--- src/rtl/grid_mem_arbiter.sv ---
// grid_mem_arbiter
//   Round-robin arbiter sharing one single-port memoryRAM between NREQ requesters.
//   One read or write is accepted per edge and issued on the memory port in the
//   following cycle. Read data returns one cycle later, tagged by a per-requester rvalid.
// Ports
//   clk, reset         clock (rising edge), asynchronous active-high reset
//   req, we            per-requester request and write-enable (we qualified by req)
//   addr, wdata        packed per-requester address / write data (requester i at [i*W +: W])
//   gnt, rvalid        one-hot pulses: request accepted / rdata valid for requester i
//   rdata              shared read data (mem_dout passed through)
//   mem_read/write     memory port strobes, never both high
//   mem_addr, mem_din  memory port address and write data (held while idle)
//   mem_dout           memory read data, one cycle after mem_read
module grid_mem_arbiter #(
   parameter int unsigned NREQ = 4,
   parameter int unsigned AW   = 32,
   parameter int unsigned DW   = 32
) (
   input  logic              clk,
   input  logic              reset,
   input  logic [NREQ-1:0]   req,
   input  logic [NREQ-1:0]   we,
   input  logic [NREQ*AW-1:0] addr,
   input  logic [NREQ*DW-1:0] wdata,
   output logic [NREQ-1:0]   gnt,
   output logic [NREQ-1:0]   rvalid,
   output logic [DW-1:0]     rdata,
   output logic              mem_read,
   output logic              mem_write,
   output logic [AW-1:0]     mem_addr,
   output logic [DW-1:0]     mem_din,
   input  logic [DW-1:0]     mem_dout
);

   localparam int unsigned PW = (NREQ > 1) ? $clog2(NREQ) : 1;
   localparam logic [NREQ-1:0] OneHot0 = NREQ'(1);

   typedef enum logic {StIdle, StIssue} state_e;

   state_e          state_q, state_d;
   logic [PW-1:0]   rr_ptr_q, rr_ptr_d;
   logic [PW-1:0]   gnt_idx_q, gnt_idx_d;
   logic            op_we_q, op_we_d;
   logic [AW-1:0]   mem_addr_q, mem_addr_d;
   logic [DW-1:0]   mem_din_q, mem_din_d;
   logic            tag_valid_q, tag_valid_d;
   logic [PW-1:0]   tag_idx_q, tag_idx_d;

   logic [NREQ-1:0] eligible;
   logic [PW-1:0]   win_idx;
   logic            any_elig;
   int unsigned     cand;

   // Port outputs are decoded from the issue state so reset clears them at once.
   assign gnt       = (state_q == StIssue) ? (OneHot0 << gnt_idx_q) : '0;
   assign mem_read  = (state_q == StIssue) & ~op_we_q;
   assign mem_write = (state_q == StIssue) &  op_we_q;
   assign mem_addr  = mem_addr_q;
   assign mem_din   = mem_din_q;
   assign rvalid    = tag_valid_q ? (OneHot0 << tag_idx_q) : '0;
   assign rdata     = mem_dout;

   // The requester holding the current grant sits out the next edge, so a lone
   // requester gets every other cycle and others can slot in between.
   assign eligible = req & ~gnt;

   // First eligible requester at or above rr_ptr, wrapping.
   always_comb begin
      win_idx  = '0;
      any_elig = 1'b0;
      cand     = 0;
      for (int unsigned j = 0; j < NREQ; j++) begin
         cand = 32'(rr_ptr_q) + j;
         if (cand >= NREQ) begin
            cand = cand - NREQ;
         end
         if (!any_elig && eligible[PW'(cand)]) begin
            any_elig = 1'b1;
            win_idx  = PW'(cand);
         end
      end
   end

   always_comb begin
      state_d     = StIdle;
      rr_ptr_d    = rr_ptr_q;
      gnt_idx_d   = gnt_idx_q;
      op_we_d     = op_we_q;
      mem_addr_d  = mem_addr_q;
      mem_din_d   = mem_din_q;
      // A read on the port this cycle returns data next cycle.
      tag_valid_d = mem_read;
      tag_idx_d   = gnt_idx_q;
      if (any_elig) begin
         state_d    = StIssue;
         gnt_idx_d  = win_idx;
         op_we_d    = we[win_idx];
         mem_addr_d = addr[win_idx*AW +: AW];
         mem_din_d  = wdata[win_idx*DW +: DW];
         rr_ptr_d   = (win_idx == PW'(NREQ-1)) ? '0 : win_idx + PW'(1);
      end
   end

   always_ff @(posedge clk or posedge reset) begin
      if (reset) begin
         state_q     <= StIdle;
         rr_ptr_q    <= '0;
         gnt_idx_q   <= '0;
         op_we_q     <= 1'b0;
         mem_addr_q  <= '0;
         mem_din_q   <= '0;
         tag_valid_q <= 1'b0;
         tag_idx_q   <= '0;
      end else begin
         state_q     <= state_d;
         rr_ptr_q    <= rr_ptr_d;
         gnt_idx_q   <= gnt_idx_d;
         op_we_q     <= op_we_d;
         mem_addr_q  <= mem_addr_d;
         mem_din_q   <= mem_din_d;
         tag_valid_q <= tag_valid_d;
         tag_idx_q   <= tag_idx_d;
      end
   end

endmodule
--- config.mk ---
export PLATFORM = sky130hd
export DESIGN_NAME = grid_mem_arbiter
export DESIGN_NICKNAME = d
export VERILOG_FILES = /design/src/rtl/grid_mem_arbiter.sv
export SDC_FILE = /design/constraint.sdc
export NUM_CORES = 1
export LEC_CHECK = 0
export ABC_AREA = 1
export BUFFER_PORTS_ARGS = -buffer_cell sky130_fd_sc_hd__buf_2
export CORE_AREA = 2 2 155 157
export CTS_CLUSTER_DIAMETER = 40
export DETAILED_ROUTE_END_ITERATION = 8
export DIE_AREA = 0 0 157 159
export MAX_ROUTING_LAYER = met4
export PLACE_DENSITY = 0.59
export SLEW_MARGIN = 20
export SYNTH_ARGS = -nofsm -noshare
export SYNTH_HDL_FRONTEND = slang
export SYNTH_SLANG_ARGS = --single-unit
--- constraint.sdc ---
create_clock -name clk -period 1.88 [get_ports clk]
set_input_delay 0.188 -clock clk [delete_from_list [all_inputs] [get_ports clk]]
set_output_delay 0.188 -clock clk [all_outputs]
set_load 0.02 [all_outputs]
==> results.py <==
metrics = {
    "place": {
        "dp_cells": 1716,
        "io_buffer_count": 339,
        "dp_slack_ns": -0.345,
        "dp_hpwl_um": 18400,
        "gp_congestion": 0.895,
        "dpl_cell_area_um2": 8770,
    },
    "critical_path": {
        "crit_path_frequent_cell": "nand3_4",
        "path_cells": "inv_2, nand3_4, nand3_4, nand2_2, o21ai_4, buf_4, nand3_4, nand3_4, buf_12, buf_12, buf_4, buf_6, nand2_4, nand3_1, nand2_1, nand2_1, nand2_1",
        "crit_family": "buffers and inverters",
        "critPathCaptureType": "flip-flop",
        "arrival_ns": 2.52,
        "slowest_stage": "dfrtp_2",
        "cp.required_ns": 2.11,
        "start_kind": "flip-flop",
        "cp_num_buf_inv": 6,
        "cpPeakStageDelay_ns": 0.45,
        "worstSetupPathType": "reg -> reg",
        "crit_fanout": 7,
    },
    "synth": {
        "ys_warn_count": 0,
        "synth_most_common_cell": "nand2_1",
        "avgSynthCellArea_um2": 5.80,
        "synth.cell_area_um2": 6440,
        "synthTopCellsByArea": "nand2_1 (31%), dfrtp_1 (28%), nand4_1 (13%), inv_1 (8.4%), nand3_1 (6.5%)",
        "synth_top_family_by_area": "simple AND/OR/NAND/NOR gates",
        "synth_top_area_cell": "nand2_1",
        "yosys_register_bits": 73,
        "async_flop_share": 1.00,
        "synthMuxAreaShare": 0,
        "synthCells": 1111,
        "yosys.area_share.simple": 0.517,
        "synthTopCellsByCount": "nand2_1 (537), inv_1 (145), nand4_1 (131), nand3_1 (84), dfrtp_1 (73)",
        "synth-edff-count": 0,
        "ys_types": 22,
        "synth_compound_area_frac": 0.00738,
        "ys_seq_area_frac": 0.284,
        "synth_ff_type": "dfrtp_1",
        "synthAdderAreaFrac": 0,
        "synthXorXnorAreaFrac": 0.00408,
        "syn-num-nets": 1409,
        "synth_top_area_share": 0.313,
    },
    "floorplan": {
        "die_h_um": 159,
        "initial_core_util": 0.278,
        "dieWidth_um": 157,
        "boundaryPins": 404,
        "rows": 56,
        "core_area_um2": 23200,
        "dieArea_um2": 25000,
    },
    "clocking": {
        "cts_tree": "built",
        "clk_latency_ns": 0.34,
        "clk_path_buf_depth": 2,
        "numCtsBuffers": 9,
        "clock_sinks": 73,
        "cts_max_level": 3,
        "cts.clk_slew.worst_paths_ns": 0.06,
        "cts_root_buf": "clkbuf_16",
    },
    "sta": {
        "setup-tns-final_ns": -23.42,
        "hold_violations": 0,
        "min_period_ns": 2.29,
        "relSlewSlack": 0.691,
        "finalCritPeriodShare": 1.22,
        "rsz0062_at_grt": "true",
        "setup_viol": 69,
        "skew_ns": 0.00816,
        "final_max_slew_viol_count": 0,
        "worst_pin_slew_ns": 0.463,
        "layout_setup_ws_ns": -0.411,
        "fmax_ghz": 0.436,
    },
    "run_status": {
        "violations": "setup timing",
        "status": "complete, but fails checks",
    },
    "detailed_routing": {
        "wl_per_cell_um": 15.9,
        "routed_wl_um": 28100,
        "firstDrtPassIters": 7,
        "via_per_inst": 4.80,
        "drc_errors": 0,
        "drtIter0Drc": 568,
        "ant_nets": 0,
        "dr_total_vias": 8508,
    },
    "global_routing": {
        "grt_pass1_vias": 7681,
        "grt_max_degree": 74,
        "grt_usage": 0.198,
        "grt_overflow": 0,
        "grt_pass1_wl_um": 38800,
        "antenna_found_initial": 0,
    },
    "finish": {
        "fin_nets": 1746,
        "stdcell_count": 1773,
        "drive_gt1_frac": 0.355,
        "area_growth_pct": 54.7,
        "design_area_um2": 9960,
    },
    "flow_run": {
        "cap_viol_max_count": 0,
    },
    "min_path": {
        "hold_class": "in -> reg",
    },
}
## registers in the layout, indices dropped and copies added, names as in the netlist
signal,cells
op_we_q,1
rr_ptr_q,2
mem_addr,32
mem_din,32
gnt_idx_q,2
tag_idx_q,2
tag_valid_q,1
state_q,1
## cell families (layout without fill, tap and decap cells)
logic type             count (synthesis)  count (layout)
XOR/XNOR                               3               3
buffers and inverters                264             606
flip-flops                            73              73
AND/OR/NAND/NOR                      764             764
AO/OA/AOI/OAI                          7               7
other                                  0               1
## worst min-delay path, stage by stage
cell     delay, ns
buf_2         0.07
nand2_1       0.04
nand2_1       0.05
nand2_1       0.04
nand2_1       0.05
nand2_1       0.04
nand2_1       0.05
## layout make-up
type,instances,area (um^2)
flip-flops and latches,73,1830
multi-input cells,774,3660
diodes,1,2.50
clock inverters,4,20.0
fillers,2472,13200
well taps,319,399
inverters,146,564
clock buffers,12,236
repair buffers,444,3250
## metal layers
layer | global-route usage | part of all wire
met5 | - | 0
met4 | 0.0596 | 0.022
met3 | 0.0329 | 0.067
met2 | 0.325 | 0.48
met1 | 0.250 | 0.44
## what timing repair did
item | CTS | global route
gates cloned | 2 | 17
buffers inserted | 4 | 16
pin swaps | 1 | 24
hold endpoints to repair | 73 | 0
hold buffers | 1 | 0
resized for setup | 10 | 69
endpoints found under the setup margin | 69 | 69
## cells in the final DEF, fill, tap and decap left out, types with 2 or more instances in the layout
cell type    n
nand2_2     22
nor3_1       4
buf_8        3
inv_1      139
clkbuf_16   24
buf_2      339
clkinv_2     4
buf_6        9
buf_12      32
clkbuf_1     3
nand4_1    131
nand2_4      7
nand3_4      7
dfrtp_2      3
buf_4       43
dfrtp_1     70
inv_2        4
nand3_1     72
nand3_2      7
nand2_1    509
o21ai_0      3
nor2_2       2
## through the flow
stage                     hold WS [ns]   util
after floorplan                  0.377      -
after global placement           0.342  0.378
after detailed placement         0.345  0.378
after CTS                        0.202  0.395
after global routing             0.245  0.429
final                            0.219  0.430
## path summary, 6_finish.rpt
path | from | endpoint | slack, ns | depth (start not counted)
min | wdata[84] | mem_din[20] | 0.22 | 7
max | gnt_idx_q[0] | mem_din[6] | -0.41 | 17
max reg2reg | gnt_idx_q[0] | mem_din[6] | -0.41 | 17
max in group asynchronous | reset | mem_din[0] | 0.96 | 4
min in group asynchronous | reset | mem_addr[24] | 0.51 | 4
min reg2reg | mem_addr[3] | mem_addr[3] | 0.47 | 2
Power is left out: the tool's default activity adds up to more than one toggle a clock period on the data nets, which glitch-free logic cannot reach.
